`src/rtl/y86_pkg.sv`:
```
// Shared Y86-64 definitions: icodes, status codes,
// instruction length rule and fetch sequencer states.
package y86_pkg;

  localparam logic [3:0] IHALT   = 4'h0;
  localparam logic [3:0] INOP    = 4'h1;
  localparam logic [3:0] IRRMOVQ = 4'h2;
  localparam logic [3:0] IIRMOVQ = 4'h3;
  localparam logic [3:0] IRMMOVQ = 4'h4;
  localparam logic [3:0] IMRMOVQ = 4'h5;
  localparam logic [3:0] IOPQ    = 4'h6;
  localparam logic [3:0] IJXX    = 4'h7;
  localparam logic [3:0] ICALL   = 4'h8;
  localparam logic [3:0] IRET    = 4'h9;
  localparam logic [3:0] IPUSHQ  = 4'hA;
  localparam logic [3:0] IPOPQ   = 4'hB;

  localparam logic [2:0] SAOK = 3'd1;
  localparam logic [2:0] SHLT = 3'd2;
  localparam logic [2:0] SADR = 3'd3;
  localparam logic [2:0] SINS = 3'd4;

  typedef enum logic [2:0] {
    S_IDLE,
    S_RD0,
    S_RD1,
    S_RD2,
    S_RESP,
    S_DRAIN
  } fetch_state_t;

  // Unknown icodes count as one byte; fetch flags them as SINS.
  function automatic logic [3:0] instr_len(
    input logic [3:0] icode
  );
    logic [3:0] len;
    len = 4'd1;
    unique case (1'b1)
      (icode == IRRMOVQ),
      (icode == IOPQ),
      (icode == IPUSHQ),
      (icode == IPOPQ):   len = 4'd2;
      (icode == IJXX),
      (icode == ICALL):   len = 4'd9;
      (icode == IIRMOVQ),
      (icode == IRMMOVQ),
      (icode == IMRMOVQ): len = 4'd10;
      default:            len = 4'd1;
    endcase
    return len;
  endfunction

endpackage

```
`src/rtl/fetch_len_decode.sv`:
```
// Instruction length from icode; shared with the
// fetch stage for valP.
module fetch_len_decode
  import y86_pkg::*;
(
  input  logic [3:0] icode,
  output logic [3:0] len
);

  assign len = instr_len(icode);

endmodule

```
`src/rtl/imem_fetch_ctrl.sv`:
```
// Assembles one Y86-64 instruction from up to three
// aligned 64-bit instruction memory reads.
module imem_fetch_ctrl
  import y86_pkg::*;
#(
  parameter int unsigned IMEM_SIZE = 4096
) (
  input  logic        clk,
  input  logic        rst_n,
  input  logic        f_req,
  input  logic [63:0] f_pc,
  input  logic        f_abort,
  output logic        f_ready,
  output logic        f_valid,
  output logic [79:0] f_instr,
  output logic        f_imem_error,
  output logic        m_req,
  output logic [63:0] m_addr,
  input  logic        m_ack,
  input  logic [63:0] m_rdata
);

  localparam logic [63:0] LAST_WORD =
    64'(IMEM_SIZE - 8);

  fetch_state_t state, state_n;

  logic [2:0]   off_q;
  logic [3:0]   len_q;
  logic [1:0]   nw_q;
  logic         err_q, err_n;
  logic [63:0]  addr_q, addr_n;
  logic [63:0]  w0_q, w1_q;
  logic [7:0]   w2_q;

  logic         accept;
  logic         ld0, ld1, ld2;
  logic [63:0]  base;
  logic [63:0]  addr_inc;
  logic         base_oob;
  logic         inc_oob;
  logic [3:0]   icode;
  logic [3:0]   len_d;
  logic [1:0]   nw_d;
  logic [135:0] win_buf;
  logic [79:0]  win;

  assign base     = {f_pc[63:3], 3'b000};
  assign addr_inc = addr_q + 64'd8;
  assign base_oob = base > LAST_WORD;
  assign inc_oob  = addr_inc > LAST_WORD;
  assign icode    = m_rdata[{off_q, 3'b100} +: 4];

  fetch_len_decode u_len (
    .icode (icode),
    .len   (len_d)
  );

  assign nw_d = 2'((5'(off_q) + 5'(len_d) + 5'd7) >> 3);

  always_ff @(posedge clk or negedge rst_n) begin
    if (!rst_n) begin
      state <= S_IDLE;
    end else begin
      state <= state_n;
    end
  end

  always_comb begin
    state_n = state;
    addr_n  = addr_q;
    err_n   = err_q;
    accept  = 1'b0;
    ld0     = 1'b0;
    ld1     = 1'b0;
    ld2     = 1'b0;
    f_ready = 1'b0;
    f_valid = 1'b0;
    m_req   = 1'b0;
    unique case (state)
      S_IDLE: begin
        f_ready = 1'b1;
        if (f_req && !f_abort) begin
          accept = 1'b1;
          err_n  = base_oob;
          if (base_oob) begin
            state_n = S_RESP;
          end else begin
            state_n = S_RD0;
            addr_n  = base;
          end
        end
      end
      S_RD0: begin
        m_req = 1'b1;
        if (f_abort) begin
          state_n = m_ack ? S_IDLE : S_DRAIN;
        end else if (m_ack) begin
          ld0 = 1'b1;
          if (nw_d == 2'd1) begin
            state_n = S_RESP;
          end else if (inc_oob) begin
            state_n = S_RESP;
            err_n   = 1'b1;
          end else begin
            state_n = S_RD1;
            addr_n  = addr_inc;
          end
        end
      end
      S_RD1: begin
        m_req = 1'b1;
        if (f_abort) begin
          state_n = m_ack ? S_IDLE : S_DRAIN;
        end else if (m_ack) begin
          ld1 = 1'b1;
          if (nw_q == 2'd2) begin
            state_n = S_RESP;
          end else if (inc_oob) begin
            state_n = S_RESP;
            err_n   = 1'b1;
          end else begin
            state_n = S_RD2;
            addr_n  = addr_inc;
          end
        end
      end
      S_RD2: begin
        m_req = 1'b1;
        if (f_abort) begin
          state_n = m_ack ? S_IDLE : S_DRAIN;
        end else if (m_ack) begin
          ld2     = 1'b1;
          state_n = S_RESP;
        end
      end
      S_RESP: begin
        f_valid = !f_abort;
        state_n = S_IDLE;
      end
      S_DRAIN: begin
        m_req = 1'b1;
        if (m_ack) begin
          state_n = S_IDLE;
        end
      end
      default: begin
        state_n = S_IDLE;
      end
    endcase
  end

  // Only byte 16 of the third word can land in a
  // 10-byte window starting at offset 0..7.
  always_ff @(posedge clk or negedge rst_n) begin
    if (!rst_n) begin
      off_q  <= '0;
      len_q  <= '0;
      nw_q   <= '0;
      err_q  <= 1'b0;
      addr_q <= '0;
      w0_q   <= '0;
      w1_q   <= '0;
      w2_q   <= '0;
    end else begin
      addr_q <= addr_n;
      err_q  <= err_n;
      if (accept) begin
        off_q <= f_pc[2:0];
        w0_q  <= '0;
        w1_q  <= '0;
        w2_q  <= '0;
      end
      if (ld0) begin
        w0_q  <= m_rdata;
        len_q <= len_d;
        nw_q  <= nw_d;
      end
      if (ld1) begin
        w1_q <= m_rdata;
      end
      if (ld2) begin
        w2_q <= m_rdata[7:0];
      end
    end
  end

  assign win_buf = {w2_q, w1_q, w0_q};
  assign win     = win_buf[{off_q, 3'b000} +: 80];

  always_comb begin
    f_instr = '0;
    if (state == S_RESP && !err_q) begin
      for (int k = 0; k < 10; k++) begin
        if (4'(k) < len_q) begin
          f_instr[8*k +: 8] = win[8*k +: 8];
        end
      end
    end
  end

  assign f_imem_error = f_valid & err_q;
  assign m_addr       = addr_q;

endmodule
```
`config.mk`:
```
export PLATFORM = sky130hd
export DESIGN_NAME = imem_fetch_ctrl
export DESIGN_NICKNAME = d
export VERILOG_FILES = /design/src/rtl/y86_pkg.sv /design/src/rtl/fetch_len_decode.sv /design/src/rtl/imem_fetch_ctrl.sv
export SDC_FILE = /design/constraint.sdc
export NUM_CORES = 1
export LEC_CHECK = 0
export ABC_CLOCK_PERIOD_IN_PS = 5550
export CORE_AREA = 3 3 165 167
export DETAILED_ROUTE_END_ITERATION = 16
export DIE_AREA = 0 0 168 170
export GPL_ROUTABILITY_DRIVEN = 0
export PLACE_DENSITY = 0.8
export REMOVE_ABC_BUFFERS = 1
export SETUP_SLACK_MARGIN = 0.1
export SLEW_MARGIN = 40
export SYNTH_ARGS = -nofsm -noshare
export SYNTH_HDL_FRONTEND = slang
export SYNTH_SLANG_ARGS = --single-unit
```
`constraint.sdc`:
```
create_clock -name clk -period 5.55 [get_ports clk]
set_input_delay 1.3875 -clock clk [delete_from_list [all_inputs] [get_ports clk]]
set_output_delay 1.3875 -clock clk [all_outputs]
set_load 0.01 [all_outputs]
```
==> impl_metrics.xml <==
<?xml version="1.0" encoding="UTF-8"?>
<metrics>
  <group name="sta">
    <metric name="rsz0062_at_grt" unit="">false</metric>
    <metric name="timing.max_slew.rel_slack" unit="">0.433</metric>
    <metric name="hold_viol" unit="">0</metric>
    <metric name="report.final.slew_viol_count" unit="">0</metric>
    <metric name="fin_crit_sh" unit="">0.906</metric>
    <metric name="worst_clock_skew" unit="ps">28.4</metric>
    <metric name="finalSetupViolations" unit="">0</metric>
    <metric name="fmaxAchievable" unit="MHz">199</metric>
    <metric name="timing_worst_slew_pin_value" unit="ps">850</metric>
    <metric name="min_period" unit="ps">5030</metric>
  </group>
  <group name="global_route">
    <metric name="grt.total_usage" unit="">0.294</metric>
    <metric name="antenna_violations_before_repair" unit="">4</metric>
    <metric name="grt_start_max_net_pins" unit="">108</metric>
    <metric name="grt_pass1_vias" unit="">12600</metric>
    <metric name="grt_overflow_total" unit="">0</metric>
    <metric name="global_route_wire_length_before_repair" unit="um">68500</metric>
  </group>
  <group name="synthesis">
    <metric name="ys_ff_latch" unit="">209</metric>
    <metric name="synth_edf_count" unit="">0</metric>
    <metric name="synthesis.instances" unit="">1372</metric>
    <metric name="synth.cell_area" unit="sq um">13300</metric>
    <metric name="yosys_warnings" unit="">0</metric>
    <metric name="yosys_most_used_dff" unit="">sky130_fd_sc_hd__dfrtp_1</metric>
    <metric name="synth-simple-area-share" unit="">0.194</metric>
    <metric name="combinational_family_with_the_most_area_after_synthesis" unit="">multiplexers</metric>
    <metric name="avgSynthCellArea" unit="sq um">9.71</metric>
    <metric name="async_flop_share" unit="">1.00</metric>
    <metric name="synth_compound_area_frac" unit="">0.160</metric>
    <metric name="synth_cell_types" unit="">68</metric>
    <metric name="synth-xor-area-share" unit="">0.0125</metric>
    <metric name="muxShareOfSynthArea" unit="">0.201</metric>
    <metric name="synth_adder_area_share" unit="">0.00470</metric>
    <metric name="synth.yosys.seq_area_share" unit="">0.393</metric>
  </group>
  <group name="floorplan">
    <metric name="std_cell_rows" unit="">59</metric>
    <metric name="io-pin-count" unit="">281</metric>
    <metric name="die-height" unit="um">170</metric>
    <metric name="initial_utilization" unit="">0.514</metric>
    <metric name="die_w" unit="um">168</metric>
    <metric name="floorplan.die_area" unit="sq um">28600</metric>
    <metric name="core" unit="sq um">25900</metric>
  </group>
  <group name="layout">
    <metric name="layout.cells.most_common_list" unit="">276 x sky130_fd_sc_hd__clkdlybuf4s50_1, 207 x sky130_fd_sc_hd__dfrtp_1, 172 x sky130_fd_sc_hd__nand2_1</metric>
    <metric name="postLayoutCellArea" unit="sq um">17300</metric>
    <metric name="layout.nets" unit="">1744</metric>
    <metric name="commonest_non_fill_non_tap_cell_in_the_layout" unit="">sky130_fd_sc_hd__clkdlybuf4s50_1</metric>
    <metric name="area.growth.synth_to_final" unit="%">29.8</metric>
    <metric name="layout-drive-gt1-share" unit="">0.0893</metric>
    <metric name="postLayoutCoreUtil" unit="">0.667</metric>
  </group>
  <group name="min_path">
    <metric name="hold_path_class" unit="">reg -&gt; reg</metric>
    <metric name="worst_hold_start" unit="">w2_q[6]</metric>
    <metric name="worst_hold_path_cells" unit="">1</metric>
    <metric name="min_to" unit="">w2_q[6]</metric>
  </group>
  <group name="clock_tree">
    <metric name="clock_sink_count" unit="">209</metric>
    <metric name="root_buffer" unit="">sky130_fd_sc_hd__clkbuf_16</metric>
    <metric name="clk_pin_slew_worst_paths" unit="ps">60</metric>
    <metric name="ctsHtreeMaxLevel" unit="">1</metric>
    <metric name="cts_hold_buffers" unit="">0</metric>
    <metric name="tritoncts_clock_tree" unit="">done</metric>
    <metric name="post_cts_buffers" unit="">0</metric>
    <metric name="cts_buffer_depth" unit="">3</metric>
    <metric name="cts-buffers-inserted" unit="">24</metric>
    <metric name="clock_insertion_delay_at_the_later_pin_of_the_skew_report" unit="ps">540</metric>
    <metric name="cts_repair_resize_count" unit="">0</metric>
  </group>
  <group name="drt">
    <metric name="routed_length_per_instance" unit="um">22.2</metric>
    <metric name="drt-pass1-iter-count" unit="">6</metric>
    <metric name="wirelength" unit="um">43500</metric>
    <metric name="drt-vias-per-instance" unit="">6.58</metric>
    <metric name="detail_route.drc_violations" unit="">0</metric>
    <metric name="antenna_violating_nets_post_route" unit="">0</metric>
    <metric name="drtIter0Drc" unit="">2058</metric>
    <metric name="vias_post_dr" unit="">12900</metric>
  </group>
  <group name="worst_setup_path">
    <metric name="setup.worst_path.end_class" unit="">flip-flop</metric>
    <metric name="crit-reg2reg-launch" unit="">m_addr[4]</metric>
    <metric name="r2r_end" unit="">m_addr[37]</metric>
    <metric name="worstPathArrival" unit="ps">5440</metric>
    <metric name="worst-endpoint-required" unit="ps">5960</metric>
    <metric name="worst-r2r-cell-count" unit="">12</metric>
    <metric name="rrSetupSlack" unit="ps">990</metric>
    <metric name="worstSetupPathType" unit="">in -&gt; reg</metric>
    <metric name="critical_path_peak_fanout" unit="">24</metric>
    <metric name="worst_setup_path_start_kind" unit="">input port</metric>
  </group>
  <group name="placed_design">
    <metric name="io_buffer_count" unit="">277</metric>
    <metric name="instance_area_at_placement" unit="sq um">16400</metric>
    <metric name="dp_hpwl" unit="um">29700</metric>
  </group>
  <group name="pwr">
    <metric name="totalPowerFinal" unit="W">0.00514</metric>
    <metric name="vdd_ir_drop_max" unit="uV">249</metric>
    <metric name="power.density_cell_area" unit="nW/um^2">297</metric>
    <metric name="leakage" unit="nW">7.28</metric>
  </group>
  <group name="run_status">
    <metric name="run_status" unit="">finished, final reports clean</metric>
  </group>
  <group name="job">
    <metric name="max-cap-violations" unit="">0</metric>
  </group>
</metrics>
## routing by layer
metal,GRT usage,part of all wire,vias to the layer above
li1,-,-,5619
met1,0.396,0.39,6207
met2,0.462,0.46,900
met3,0.0660,0.11,165
met4,0.121,0.042,6
met5,0,0.00085,-
## power by group
group / total, W / leakage, nW / switching [W] / internal (W)
Clock: 0.00167 / 0.404 / 0.000664 / 0.00101
Combinational: 0.00166 / 4.01 / 0.000958 / 0.000697
Sequential: 0.00181 / 2.87 / 0.000221 / 0.00159
Total: 0.00514 / 7.28 / 0.00184 / 0.00329
## worst max-delay path by stage
stage / start / end / cells after the start
global route: m_rdata[30] / m_addr[6] / 16
global placement: m_rdata[46] / m_addr[8] / 16
CTS: m_rdata[38] / m_addr[6] / 16
finish: m_rdata[14] / m_addr[6] / 16
detailed placement: m_rdata[38] / m_addr[11] / 16
floorplan: off_q[0] / m_addr[13] / 14
## registers in the layout, indices dropped and copies added (netlist names)
name    count
off_q       3
nw_q        2
w1_q       64
w2_q        8
len_q       3
err_q       1
m_addr     61
state       3
w0_q       64
## logic make-up (layout without fill, tap and decap cells)
| group | count (synthesis) | count (layout) |
|---|---|---|
| mux | 217 | 217 |
| compound gates | 288 | 288 |
| flops | 209 | 209 |
| simple gates | 514 | 514 |
| other cells | 1 | 4 |
| xor+xnor | 19 | 19 |
| fa+ha+maj | 5 | 5 |
| buf+inv | 119 | 368 |
## cells in the mapped netlist (15+ instances only)
cell type,number,area share
sky130_fd_sc_hd__clkbuf_1,56,0.016
sky130_fd_sc_hd__o21ai_0,15,0.0056
sky130_fd_sc_hd__nand2_1,172,0.048
sky130_fd_sc_hd__a21oi_1,76,0.029
sky130_fd_sc_hd__dfrtp_1,209,0.39
sky130_fd_sc_hd__nand3_1,62,0.023
sky130_fd_sc_hd__mux2i_1,170,0.13
sky130_fd_sc_hd__buf_1,30,0.0085
sky130_fd_sc_hd__nor4_1,28,0.013
sky130_fd_sc_hd__nor2_1,79,0.022
sky130_fd_sc_hd__and3_1,16,0.0075
sky130_fd_sc_hd__nand4_1,33,0.016
sky130_fd_sc_hd__mux4_2,40,0.068
sky130_fd_sc_hd__and2_1,54,0.025
sky130_fd_sc_hd__nor3_1,23,0.0086
sky130_fd_sc_hd__a22o_1,136,0.089
sky130_fd_sc_hd__inv_1,19,0.0054
## worst max-delay path: stages
cell                              delay (ps)
sky130_fd_sc_hd__clkdlybuf4s50_1         470
sky130_fd_sc_hd__mux4_2                  470
sky130_fd_sc_hd__mux2_2                  330
sky130_fd_sc_hd__or2_2                   310
sky130_fd_sc_hd__and2_1                  180
sky130_fd_sc_hd__ha_1                    180
sky130_fd_sc_hd__inv_1                    50
sky130_fd_sc_hd__ha_1                    230
sky130_fd_sc_hd__a31o_2                  210
sky130_fd_sc_hd__a41o_1                  230
sky130_fd_sc_hd__xor2_1                  170
sky130_fd_sc_hd__nor2b_1                 370
sky130_fd_sc_hd__a21oi_2                 120
sky130_fd_sc_hd__buf_4                   230
sky130_fd_sc_hd__and2_1                  210
sky130_fd_sc_hd__a211oi_1                290
## layout make-up
| type | count | area, sq um |
|---|---|---|
| Fill cell | 1972 | 8630 |
| Multi-Input combinational cell | 1046 | 7680 |
| Sequential cell | 209 | 5240 |
| Timing Repair Buffer | 305 | 3040 |
| Clock buffer | 34 | 688 |
| Tap cell | 335 | 419 |
| Clock inverter | 9 | 141 |
| Inverter | 20 | 77.6 |
| Antenna cell | 1 | 2.50 |
## metrics by stage
step | cells | worst slack, ps | hold slack (ps) | TNS (ps)
final | 1959 | 523 | 502 | 0
after global routing | 1959 | 319 | 526 | 0
after CTS | 1956 | 582 | 504 | 0
after detailed placement | 1913 | 72.8 | 486 | 0
after global placement | 1912 | 205 | 485 | 0
after floorplan | 1275 | -3390 | 465 | -677600
(Power assumes the default switching activity.)
